<file path="src/rtl/mem_stage.sv">
`default_nettype none
// ============================================================================
//  Module   : mem_stage
//  Purpose  : MEM stage of the 5-stage MIPS pipeline. Takes the latched
//             EX/MEM fields, performs the load/store handshake with the
//             dcache/arbiter (dhit), stalls the front of the pipe while an
//             access is outstanding, and owns the MEM/WB pipeline register.
//  Revision : 1.0 - initial release
// ----------------------------------------------------------------------------
//  Parameters
//    TIMEOUT_CYCLES : cycles spent waiting for dhit before the access is
//                     abandoned (>= 2)
//    CNT_W          : timeout counter width, 2**CNT_W > TIMEOUT_CYCLES
//
//  Ports
//    CLK, RST          clock (rising edge), async active-high reset
//    exmem_*           EX/MEM latch fields (valid, regwr, wsel, memread,
//                      memwrite, alu_out, store_data, halt)
//    wb_flush          squash the instruction entering MEM/WB
//    dhit, dmemload    memory completion strobe and load data
//    dmemREN/WEN       read / write request, held for the whole access
//    dmemaddr/store    address and store data (combinational pass-through)
//    mem_stall         freeze IF, ID, EX and the EX/MEM latch
//    wb_valid/regwr/wsel/data   MEM/WB register outputs
//    halted            sticky: halt has retired
//    mem_err           sticky: misaligned access or timeout
// ============================================================================
module mem_stage #(
  parameter int TIMEOUT_CYCLES = 256,
  parameter int CNT_W          = 9
) (
  input  logic        CLK,
  input  logic        RST,
  input  logic        exmem_valid,
  input  logic        exmem_regwr,
  input  logic [4:0]  exmem_wsel,
  input  logic        exmem_memread,
  input  logic        exmem_memwrite,
  input  logic [31:0] exmem_alu_out,
  input  logic [31:0] exmem_store_data,
  input  logic        exmem_halt,
  input  logic        wb_flush,
  input  logic        dhit,
  input  logic [31:0] dmemload,
  output logic        dmemREN,
  output logic        dmemWEN,
  output logic [31:0] dmemaddr,
  output logic [31:0] dmemstore,
  output logic        mem_stall,
  output logic        wb_valid,
  output logic        wb_regwr,
  output logic [4:0]  wb_wsel,
  output logic [31:0] wb_data,
  output logic        halted,
  output logic        mem_err
);

  typedef enum logic [0:0] {
    ST_IDLE = 1'b0,
    ST_BUSY = 1'b1
  } state_t;

  localparam logic [CNT_W-1:0] c_cnt_limit = CNT_W'(TIMEOUT_CYCLES);
  localparam logic [CNT_W-1:0] c_cnt_one   = CNT_W'(1);

  state_t            r_state;
  logic [CNT_W-1:0]  r_cnt;
  logic              r_halted;
  logic              r_mem_err;
  logic              r_wb_valid;
  logic              r_wb_regwr;
  logic [4:0]        r_wb_wsel;
  logic [31:0]       r_wb_data;

  logic              w_op;
  logic              w_misaligned;
  logic              w_rd_req;
  logic              w_wr_req;
  logic              w_req;
  logic              w_cnt_at_limit;
  logic              w_timeout;
  logic              w_stall;
  logic              w_halt_retire;

  // --------------------------------------------------------------------------
  // Request decode. Once halted no further memory operation is started.
  // A load/store encoding with both memread and memwrite set is a load.
  // Requests are forced low while RST is held so a reset in the middle of
  // an access drops the request in the same cycle rather than at the edge.
  // --------------------------------------------------------------------------
  assign w_op         = exmem_valid & (exmem_memread | exmem_memwrite) & ~r_halted;
  assign w_misaligned = w_op & (exmem_alu_out[1:0] != 2'b00);
  assign w_rd_req     = ~RST & w_op & exmem_memread & ~w_misaligned;
  assign w_wr_req     = ~RST & w_op & exmem_memwrite & ~exmem_memread & ~w_misaligned;
  assign w_req        = w_rd_req | w_wr_req;

  // The counter is 1 in the first BUSY cycle, so reaching the limit with no
  // dhit means TIMEOUT_CYCLES stalled cycles have already elapsed.
  assign w_cnt_at_limit = (r_cnt == c_cnt_limit);
  assign w_timeout      = (r_state == ST_BUSY) & ~dhit & w_cnt_at_limit;

  // --------------------------------------------------------------------------
  // Stall: raised combinationally in the first cycle of a miss so the
  // upstream latches freeze immediately; released in the completion cycle
  // (dhit or timeout) so the instruction moves into MEM/WB on that edge.
  // --------------------------------------------------------------------------
  always_comb begin
    w_stall = 1'b0;
    case (r_state)
      ST_IDLE: w_stall = w_req & ~dhit;
      ST_BUSY: w_stall = ~dhit & ~w_cnt_at_limit;
      default: w_stall = 1'b0;
    endcase
  end

  // A halt retires only when it actually leaves MEM (not stalled) unflushed.
  assign w_halt_retire = ~w_stall & exmem_valid & exmem_halt & ~wb_flush & ~r_halted;

  // --------------------------------------------------------------------------
  // Access FSM and timeout counter.
  // --------------------------------------------------------------------------
  always_ff @(posedge CLK or posedge RST) begin
    if (RST) begin
      r_state <= ST_IDLE;
      r_cnt   <= '0;
    end else begin
      case (r_state)
        ST_IDLE: begin
          if (w_req && !dhit) begin
            r_state <= ST_BUSY;
            r_cnt   <= c_cnt_one;
          end
        end
        ST_BUSY: begin
          if (dhit || w_cnt_at_limit) begin
            r_state <= ST_IDLE;
            r_cnt   <= '0;
          end else begin
            r_cnt   <= r_cnt + c_cnt_one;
          end
        end
        default: begin
          r_state <= ST_IDLE;
          r_cnt   <= '0;
        end
      endcase
    end
  end

  // --------------------------------------------------------------------------
  // MEM/WB pipeline register. During a stall a bubble is inserted and the
  // payload fields hold. wb_flush is only honoured when not stalled; an
  // access already issued is always carried to completion.
  // --------------------------------------------------------------------------
  always_ff @(posedge CLK or posedge RST) begin
    if (RST) begin
      r_wb_valid <= 1'b0;
      r_wb_regwr <= 1'b0;
      r_wb_wsel  <= '0;
      r_wb_data  <= '0;
    end else if (w_stall) begin
      r_wb_valid <= 1'b0;
    end else begin
      r_wb_valid <= exmem_valid & ~wb_flush & ~r_halted;
      r_wb_regwr <= exmem_regwr & ~wb_flush & ~w_misaligned & ~w_timeout & ~r_halted;
      r_wb_wsel  <= exmem_wsel;
      r_wb_data  <= exmem_memread ? dmemload : exmem_alu_out;
    end
  end

  // Sticky status flags; only reset clears them.
  always_ff @(posedge CLK or posedge RST) begin
    if (RST) begin
      r_halted  <= 1'b0;
      r_mem_err <= 1'b0;
    end else begin
      if (w_halt_retire) begin
        r_halted <= 1'b1;
      end
      if (w_misaligned || w_timeout) begin
        r_mem_err <= 1'b1;
      end
    end
  end

  assign dmemREN   = w_rd_req;
  assign dmemWEN   = w_wr_req;
  assign dmemaddr  = exmem_alu_out;
  assign dmemstore = exmem_store_data;
  assign mem_stall = w_stall;
  assign wb_valid  = r_wb_valid;
  assign wb_regwr  = r_wb_regwr;
  assign wb_wsel   = r_wb_wsel;
  assign wb_data   = r_wb_data;
  assign halted    = r_halted;
  assign mem_err   = r_mem_err;

endmodule
`default_nettype wire

</file>
<file path="config.mk">
export PLATFORM = sky130hd
export DESIGN_NAME = mem_stage
export DESIGN_NICKNAME = d
export VERILOG_FILES = /design/src/rtl/mem_stage.sv
export SDC_FILE = /design/constraint.sdc
export NUM_CORES = 1
export LEC_CHECK = 0
export BUFFER_PORTS_ARGS = -buffer_cell sky130_fd_sc_hd__buf_4
export CORE_ASPECT_RATIO = 0.6
export CORE_MARGIN = 2
export CORE_UTILIZATION = 45
export CTS_CLUSTER_DIAMETER = 100
export DETAILED_ROUTE_END_ITERATION = 7
export PLACE_DENSITY = 0.9
export SLEW_MARGIN = 20
export SYNTH_ARGS = -nofsm -noshare
export SYNTH_HDL_FRONTEND = slang
export SYNTH_SLANG_ARGS = --single-unit
</file>
<file path="constraint.sdc">
create_clock -name CLK -period 3.68 [get_ports CLK]
set_clock_uncertainty 0.05 [all_clocks]
set_input_delay 0.552 -clock CLK [delete_from_list [all_inputs] [get_ports CLK]]
set_output_delay 0.552 -clock CLK [all_outputs]
set_load 0.01 [all_outputs]
</file>
==> results.tsv, run 1 <==
metric	value	unit
synth warn	0	
Final Max Tran Viols	0	
Synth async-reset ratio	1.00	
Die H	69.1	um
Worst path slowest cell	or4_4	
post-synth top area share	0.402	
postcts setup bufs	0	
CP bufs+invs	2	
ANT cells	0	
first-pass GRT wire length	11300	um
CTS max path bufs	2	
RSZ-0062 raised after global routing	false	
effective utilization at floorplan	0.469	
Hold Buf Count CTS	0	
crit path max fanout	25	
WP data required	3.08	ns
GR Util All Layers	0.178	
internal power	1.02	mW
EDFF count, synth	0	
Cell Chain, Critical Path	or4_4 -> o21bai_4 -> o31ai_4 -> buf_4 -> buf_4	
Fmax	361	MHz
max incr delay on CP	0.58	ns
max-cap violations	0	
Core Rows	23	
Placer Congestion	0.849	
Crit Path Class	reg2out	
final core occ	0.599	
Yosys reg bits	51	
# port buffers	153	
Clk pwr share	0.328	
chip width	112	um
Fin. Hold Viols	0	
Critical Path Sink Type	output port	
Top cell by count, worst path	buf_4	
Top Family by Delay on Critical Path	simple AND/OR/NAND/NOR gates	
part of the power in registers	0.464	
number of global-route vias before repair	2237	
global route total overflow	0	
drt drc	0	
CTS resizes	0	
drt wl/cell	15.8	um
sw frac	0.232	
Sw Pwr	307	uW
DRT Pass-1 Iters	4	
Cell Area, Synth	3170	um^2
Final Net Count	463	
register area share after synthesis	0.402	
final setup fails	0	
Main synth FF type	dfrtp_1	
most frequent cells after synthesis	buf_4 (64), dfrtp_1 (51), mux2_4 (37)	
CTS H-tree lvls	2	
share of cells above drive strength 1	0.682	
R2R depth	5	
synth top area cells	dfrtp_1 (40%), mux2_4 (18%), buf_4 (15%)	
Synth cell types	37	
clock root buffer	clkbuf_16	
post-DP HPWL	5290	um
post-synth top area cell	dfrtp_1	
Via density	4.96	
DR vias	2176	
Skew-Pair Late Insertion Delay	0.28	ns
IO Count	218	
Clock Sinks	51	
Worst Max-Slew Pin Slew	0.878	ns
Core Footprint	6760	um^2
Synth-to-Final Area Change	27.7	%
Synth Net Count	372	
setup TNS	0	ns
CTS buffer count	5	
crit start category	flip-flop	
min cycle time layout	2.77	ns
Reg clk slew, reported paths	0.06	ns
Worst slew margin	0.414	
die area	7760	um^2
post-route clock period utilization	0.752	
worst min path class	in2async	
critical path data arrival time	2.17	ns
Routed Antenna Nets	0	
Power per Cell Area	327	nW/um^2
DRT Wirelength	6940	um
cells after synthesis	260	
antenna violations before repair	0	
Leak	2.00	nW
cell with the most instances after synthesis	buf_4	
VDD IR-drop max	0.000186	V
DRT iter0 DRCs	81	
status	complete, no violations	
Stages on worst setup path	5	
largest net degree at the start of global routing	52	
Gate power share	0.208	
CTS tree	done	
mean area per synthesized cell	12.2	um^2
cell families (layout without fill, tap and decap cells):
| group | after synthesis | after routing | synth area share |
|---|---|---|---|
| xor gates and xnor gates | 2 | 2 | 0.00552 |
| and+or+nand+nor | 35 | 35 | 0.0599 |
| AOI/OAI and AO/OA | 19 | 19 | 0.0493 |
| buffers and inverters | 80 | 172 | 0.180 |
| DFF | 51 | 51 | 0.402 |
| muxes | 71 | 71 | 0.295 |
| adders and majority gates | 2 | 2 | 0.00788 |
cell usage in the layout, fill, tap and decap left out:
cell type and count:
nor2_1 2, or2_2 1, or4_1 2, clkinv_2 4
o211a_1 1, a21oi_1 3, o211ai_1 2, o21bai_4 1
nor2b_1 1, mux2i_1 1, ha_1 2, nor3_1 3
a22o_1 1, o21ba_2 1, or4_4 1, and3_1 2
o21ai_0 4, nand4bb_1 1, nand3_1 7, clkbuf_16 5
mux2_4 37, inv_1 7, nor3b_1 1, o22ai_1 1
nand2b_1 1, o21a_1 1, nand2_1 10, o31ai_1 2
o31ai_4 1, a41oi_1 1, xor2_1 2, mux2_2 33
or3_1 3, buf_4 156, dfrtp_1 51
final cells by class:
cell class | count | area (um^2)
clock buffer | 5 | 125
clock inverter | 3 | 15.0
fill | 565 | 2710
inverter | 8 | 31.3
multi-input combinational | 129 | 1330
sequential | 51 | 1280
tap | 87 | 109
timing repair buffer | 156 | 1170
through the flow:
stage	setup WS (ns)	instance area (um^2)	total power [mW]	hold WS [ns]	instances
2_1_floorplan	1.53	3170	0.800	0.441	260
3_3_place_gp	1.05	3910	0.894	0.413	431
3_5_place_dp	0.911	3910	0.902	0.409	431
4_1_cts	0.907	4050	1.35	0.404	439
5_1_grt	0.743	4050	1.39	0.412	439
6_report	0.912	4050	1.32	0.396	439
power groups by stage:
| stage | combinational [mW] | sequential [mW] | clock [mW] |
|---|---|---|---|
| after global routing | 0.296 | 0.618 | 0.477 |
| after CTS | 0.280 | 0.614 | 0.453 |
| final | 0.276 | 0.614 | 0.435 |
| after floorplan | 0.164 | 0.635 | 0 |
| after global placement | 0.272 | 0.622 | 0 |
| after detailed placement | 0.279 | 0.623 | 0 |
state kept, by name, indices dropped and copies added, names as in the netlist:
| name | count |
|---|---|
| halted | 1 |
| mem_err | 1 |
| r_cnt | 9 |
| r_state | 1 |
| wb_data | 32 |
| wb_regwr | 1 |
| wb_valid | 1 |
| wb_wsel | 5 |
routing by layer:
metal / GRT usage / up-vias / part of all wire
li1: - / 1012 / -
met1: 0.236 / 1050 / 0.44
met2: 0.292 / 110 / 0.48
met3: 0.0545 / 4 / 0.080
met4: 0.0312 / 0 / 0.0050
met5: 0 / - / 0
worst paths after layout:
| path | from | endpoint | slack, ns |
|---|---|---|---|
| worst max-delay path | r_cnt[2] | mem_stall | 0.91 |
| worst min-delay path | RST | r_state | 0.40 |
| worst max register to register | r_cnt[2] | wb_data[19] | 1.48 |
| worst min register to register | mem_err | mem_err | 0.43 |
| max in group asynchronous | RST | wb_data[31] | 2.67 |
| min in group CLK | wb_flush | halted | 0.41 |
No activity file was read; power rests on OpenSTA's default activity.
==> run 2: changes to the inputs <==
Settings changed: ABC_AREA from default to 1, CORE_UTILIZATION 45 to 38, PLACE_DENSITY 0.9 to 0.81.
Clock period 3.68 ns to 2.52 ns, I/O delays scaled along.
==> run 2 against run 1 <==
Final area grew 0.28%. Sequential share of layout area shrank 0.087 points. Non-clock buffer count grew 2. Combinational power grew 37%.
==> results.tsv, run 2 <==
metric	value	unit	change
Cell Chain, Critical Path	inv_1 -> ha_1 -> nand2_1 -> nor3_1 -> nand2_1 -> nand2_2 -> nand2_4 -> buf_4		was or4_4 -> o21bai_4 -> o31ai_4 -> buf_4 -> buf_4
drt drc	0		unchanged
Synth-to-Final Area Change	27.7	%	about the same
Via density	4.64		was 4.96
chip width	122	um	was 112 um
critical path data arrival time	1.93	ns	was 2.17 ns
Final Max Tran Viols	0		unchanged
Critical R2R Capture	r_cnt[5]		was wb_data[19]
DRT Wirelength	8020	um	was 6940 um
ANT cells	0		unchanged
WP data required	2.09	ns	was 3.08 ns
VDD IR-drop max	0.000255	V	was 0.000186 V
share of cells above drive strength 1	0.341		was 0.682
first-pass GRT wire length	12200	um	was 11,300 um
Sw Pwr	466	uW	was 307 uW
cells after synthesis	436		was 260
Synth async-reset ratio	1.00		unchanged
CTS resizes	0		unchanged
post-synth top area share	0.401		was 0.402
Cell Area, Synth	3180	um^2	was 3170 um^2
die area	9150	um^2	was 7760 um^2
hold path depth	3		
crit path max fanout	40		was 25
Top cell by count, worst path	nand2_1		was buf_4
number of global-route vias before repair	2600		was 2,237
max-cap violations	0		unchanged
internal power	1.49	mW	was 1.02 mW
commonest non-fill, non-tap cell in the layout	nand2_1		was buf_4
GR Util All Layers	0.169		was 0.178
Main synth FF type	dfrtp_1		unchanged
CTS tree	done		unchanged
Worst Max-Slew Pin Slew	0.653	ns	was 0.878 ns
Critical Path Sink Type	output port		unchanged
hold_sp	exmem_wsel[2]		
sw frac	0.238		was 0.232
global route total overflow	0		unchanged
Power per Cell Area	482	nW/um^2	was 327 nW/um^2
Clock Sinks	51		unchanged
postcts setup bufs	0		unchanged
Core Rows	25		was 23
max reg flops	32		unchanged
Skew-Pair Late Insertion Delay	0.28	ns	about the same
Leak	2.30	nW	was 2.00 nW
Placer Congestion	0.861		was 0.849
Crit Path Class	reg2out		unchanged
cell with the most instances after synthesis	nand2_1		was buf_4
Final Net Count	630		was 463
post-DP HPWL	5930	um	was 5290 um
worst min path class	in2reg		was in2async
Synth cell types	25		was 37
CTS H-tree lvls	2		unchanged
Top Family by Delay on Critical Path	simple AND/OR/NAND/NOR gates		unchanged
largest net degree at the start of global routing	52		unchanged
synth top area cells	dfrtp_1 (40%), nand2_1 (22%), buf_4 (15%)		was dfrtp_1 (40%), mux2_4 (18%), buf_4 (15%)
DRT iter0 DRCs	100		was 81
worst hold margin	0.281	ns	was 0.396 ns
Die H	74.9	um	was 69.1 um
status	complete, no violations		unchanged
worst r2r src	r_cnt[0]		was r_cnt[2]
CTS buffer count	5		unchanged
Fmax	423	MHz	
CTS max path bufs	2		unchanged
clock root buffer	clkbuf_16		unchanged
post-synth top area cell	dfrtp_1		unchanged
setup TNS	0	ns	unchanged
CP bufs+invs	2		unchanged
Gate power share	0.193		was 0.208
most frequent cells after synthesis	nand2_1 (187), buf_4 (64), dfrtp_1 (51), nand3_1 (51), inv_1 (19)		was buf_4 (64), dfrtp_1 (51), mux2_4 (37)
RSZ-0062 raised after global routing	false		unchanged
R2R depth	10		was 5
antenna violations before repair	0		unchanged
crit start category	flip-flop		unchanged
drt wl/cell	12.8	um	was 15.8 um
synth warn	0		unchanged
Yosys reg bits	51		unchanged
Hold Buf Count CTS	0		unchanged
effective utilization at floorplan	0.398		was 0.469
Reg clk slew, reported paths	0.06	ns	about the same
Routed Antenna Nets	0		unchanged
# port buffers	153		unchanged
Hold EP	wb_wsel[2]		
min cycle time layout	2.36	ns	
Worst slew margin	0.565		was 0.414
mean area per synthesized cell	7.30	um^2	was 12.2 um^2
IO Count	218		unchanged
most frequent cells in the layout	nand2_1 (187), buf_4 (158), nand3_1 (51), dfrtp_1 (51), inv_1 (18)		was buf_4 (156), dfrtp_1 (51), mux2_4 (37), mux2_2 (33), nand2_1 (10)
Worst path slowest cell	dfrtp_1		was or4_4
EDFF count, synth	0		unchanged
register area share after synthesis	0.401		was 0.402
part of the power in registers	0.454		was 0.464
DRT Pass-1 Iters	4		unchanged
Core Footprint	8010	um^2	was 6760 um^2
Fin. Hold Viols	0		unchanged
max incr delay on CP	0.41	ns	was 0.58 ns
post-route clock period utilization	0.938		
R2R setup slack	0.49	ns	was 1.48 ns
DR vias	2912		was 2,176
Clk pwr share	0.353		was 0.328
Synth Net Count	548		was 372
final setup fails	0		unchanged
## run 2: changes by cell type after synthesis, moves of 3 or more
cell      delta
mux2_2      -33
mux2_4      -37
clkbuf_1     +4
buf_2        +7
nor2_1      +10
inv_1       +11
o21ai_0      +3
a21oi_1      -3
nand3_1     +44
or3_1        -3
nand2_1    +177
## run 2: routing by layer
layer | GRT usage | share of wire
met2 | 0.287 | 0.47
met5 | 0 | 0
met1 | 0.214 | 0.41
met3 | 0.0477 | 0.11
met4 | 0.0524 | 0.013
## run 2: worst max path at each step
stage	startpoint	to	slack, ns	cells after the start
global route	r_cnt[0]	mem_stall	0.05	8
detailed placement	exmem_valid	mem_stall	0.45	8
CTS	r_cnt[0]	mem_stall	0.15	8
finish	r_cnt[0]	mem_stall	0.16	8
global placement	exmem_valid	mem_stall	0.52	8
floorplan	RST	mem_stall	0.33	6
## run 2: power by group through the flow
stage | sequential [mW] | combinational (mW) | clock [mW]
3_5_place_dp | 0.904 | 0.386 | 0
5_1_grt | 0.894 | 0.419 | 0.749
2_1_floorplan | 0.922 | 0.215 | 0
6_report | 0.890 | 0.379 | 0.691
4_1_cts | 0.889 | 0.386 | 0.725
3_3_place_gp | 0.904 | 0.379 | 0
## run 2: cells by family (layout without fill, tap and decap cells)
logic type,Yosys count,after routing,synth area share
compound gates,11,11,0.0200
xor+xnor,5,5,0.0138
fa+ha+maj,2,2,0.00786
buf+inv,104,187,0.213
flops,51,51,0.401
simple gates,263,263,0.344
## run 2: final cells by class
cell class | instances | area (um^2)
multi-input cells | 281 | 1230
repair buffers | 158 | 1190
inverters | 21 | 82.6
fillers | 773 | 3940
clock buffers | 8 | 156
flip-flops and latches | 51 | 1280
well taps | 108 | 135
## run 2: through the flow
stage	cell area [um^2]	util	instances	worst slack [ns]	total power [mW]
2_1_floorplan	3190	-	436	0.333	1.14
3_3_place_gp	3910	0.488	619	0.522	1.28
3_5_place_dp	3910	0.488	619	0.454	1.29
4_1_cts	4070	0.508	627	0.146	2.00
5_1_grt	4070	0.508	627	0.0500	2.06
6_report	4070	0.508	627	0.157	1.96
## run 2: worst register-to-register path, cell delays in order (launching register included)
cell     delay (ns)
dfrtp_1        0.41
inv_1          0.09
ha_1           0.16
nand2_1        0.05
nor3_1         0.18
nand2_1        0.13
nand2_2        0.10
buf_4          0.40
inv_1          0.15
nand3_1        0.11
o21ai_0        0.07
==> run 3: changes to the inputs <==
Clock period 2.52 ns to 2.1 ns, I/O delays scaled along.
==> run 3 against run 2 <==
Clock power grew 19%. Cell count grew 0.64%. Setup slack lost 0.043 ns. Highest routed layer unchanged. Power grew 20%. Critical path depth is the same.
==> results.tsv, run 3 (same netlist as run 2, synthesis figures left out) <==
metric	value	unit	change
status	complete, no violations		unchanged
WP data required	1.74	ns	was 2.09 ns
number of global-route vias before repair	2686		was 2,600
worst min path class	in2reg		unchanged
setup TNS	0	ns	unchanged
post-DP HPWL	6370	um	was 5930 um
Crit Path Class	reg2out		unchanged
Leak	2.32	nW	was 2.30 nW
drt drc	0		unchanged
first-pass GRT wire length	12300	um	was 12,200 um
CTS tree	done		unchanged
Worst Max-Slew Pin Slew	0.650	ns	was 0.653 ns
clock root buffer	clkbuf_16		unchanged
CTS H-tree lvls	2		unchanged
RSZ-0062 raised after global routing	false		unchanged
Die H	74.9	um	unchanged
dpl cells	623		was 619
postcts setup bufs	0		unchanged
DRT Pass-1 Iters	5		was 4
Via density	4.66		was 4.64
ANT cells	0		unchanged
Non-Filler Instances	631		was 627
Placer Congestion	0.824		was 0.861
final setup fails	0		unchanged
max-cap violations	0		unchanged
Worst slew margin	0.567		was 0.565
post-route clock period utilization	0.946		
drt wl/cell	13.0	um	was 12.8 um
DR vias	2938		was 2,912
GR Util All Layers	0.170		was 0.169
Core Rows	25		unchanged
most frequent cells in the layout	nand2_1 (187), buf_4 (162), nand3_1 (51), dfrtp_1 (51), inv_1 (18)		was nand2_1 (187), buf_4 (158), nand3_1 (51), dfrtp_1 (51), inv_1 (18)
Clock Sinks	51		unchanged
chip width	122	um	unchanged
crit start category	flip-flop		unchanged
DRT iter0 DRCs	133		was 100
global route total overflow	0		unchanged
min cycle time layout	1.99	ns	
critical path data arrival time	1.62	ns	was 1.93 ns
# port buffers	153		unchanged
final core occ	0.513		was 0.508
Core Footprint	8010	um^2	unchanged
fillers	752		was 773
share of cells above drive strength 1	0.350		was 0.341
largest net degree at the start of global routing	52		unchanged
Synth-to-Final Area Change	28.9	%	was 27.7%
Final Power	2.35	mW	was 1.96 mW
CTS buffer count	5		unchanged
antenna violations before repair	0		unchanged
worst hold margin	0.211	ns	was 0.281 ns
CTS max path bufs	2		unchanged
Final Net Count	634		was 630
Skew-Pair Late Insertion Delay	0.29	ns	was 0.28 ns
Fmax	504	MHz	
die area	9150	um^2	unchanged
VDD IR-drop max	0.000351	V	was 0.000255 V
Critical Path Sink Type	output port		unchanged
Fin. Hold Viols	0		unchanged
crit path max fanout	8		was 40
max reg flops	32		unchanged
IO Count	218		unchanged
effective utilization at floorplan	0.398		unchanged
commonest non-fill, non-tap cell in the layout	nand2_1		unchanged
Final Max Tran Viols	0		unchanged
Reg clk slew, reported paths	0.06	ns	about the same
Routed Antenna Nets	0		unchanged
Power per Cell Area	572	nW/um^2	was 482 nW/um^2
DRT Wirelength	8200	um	was 8020 um
## run 3: changes by cell type in the layout (fill, tap and decap cells not counted), sizes merged
cell / before / now
clkbuf: 8 / 6
clkinv: 0 / 1
buf: 158 / 162
clkinvlp: 1 / 2
## run 3: cell type report
| type | count | area [um^2] | share of cell area |
|---|---|---|---|
| clock buffer | 6 | 139 | 0.0338 |
| clock inverter | 2 | 16.3 | 0.00396 |
| inverter | 21 | 82.6 | 0.0201 |
| multi-input combinational | 281 | 1240 | 0.302 |
| sequential | 51 | 1280 | 0.311 |
| tap | 108 | 135 | 0.0329 |
| timing repair buffer | 162 | 1220 | 0.296 |
## run 3: worst paths after layout
check,from,end,slack [ns],cells past startpoint
worst max-delay path,r_cnt[0],mem_stall,0.11,8
worst min-delay path,exmem_wsel[3],wb_wsel[3],0.21,3
worst max register to register,halted,wb_data[21],0.39,8
worst min register to register,wb_data[12],wb_data[12],0.43,2
max in group asynchronous,RST,wb_data[30],1.34,3
min in group asynchronous,RST,mem_err,0.22,3
## run 3: critical path, stage by stage, from the launching register on
cell and delay [ns]:
dfrtp_1 0.40, inv_1 0.09, ha_1 0.15, nand2_1 0.07
nor3_2 0.14, nand2_1 0.13, nand2_4 0.14, nand2_4 0.07
buf_4 0.15
## run 3: power by group
group | switching [mW] | internal (mW)
registers | 0.0312 | 1.04
logic | 0.210 | 0.249
clock network | 0.347 | 0.476
total | 0.588 | 1.76
## run 3: metal layers
| metal | global-route usage | vias to the layer above | share of wire |
|---|---|---|---|
| li1 | - | 1461 | - |
| met1 | 0.210 | 1332 | 0.42 |
| met2 | 0.304 | 132 | 0.48 |
| met3 | 0.0462 | 13 | 0.084 |
| met4 | 0.0409 | 0 | 0.012 |
| met5 | 0 | - | 0 |
## run 3: repair_timing
| action | CTS | global route |
|---|---|---|
| gates resized for setup | 0 | 2 |
| hold endpoints to repair | 0 | 0 |
| hold buffers | 0 | 0 |
| setup endpoints to repair | 0 | 1 |
## run 3: through the flow
step,setup slack (ns),instance area (um^2)
finish,0.114,4100
global route,0.0342,4100
CTS,0.0245,4090
detailed placement,0.305,3940
global placement,0.411,3940
floorplan,0.0387,3190
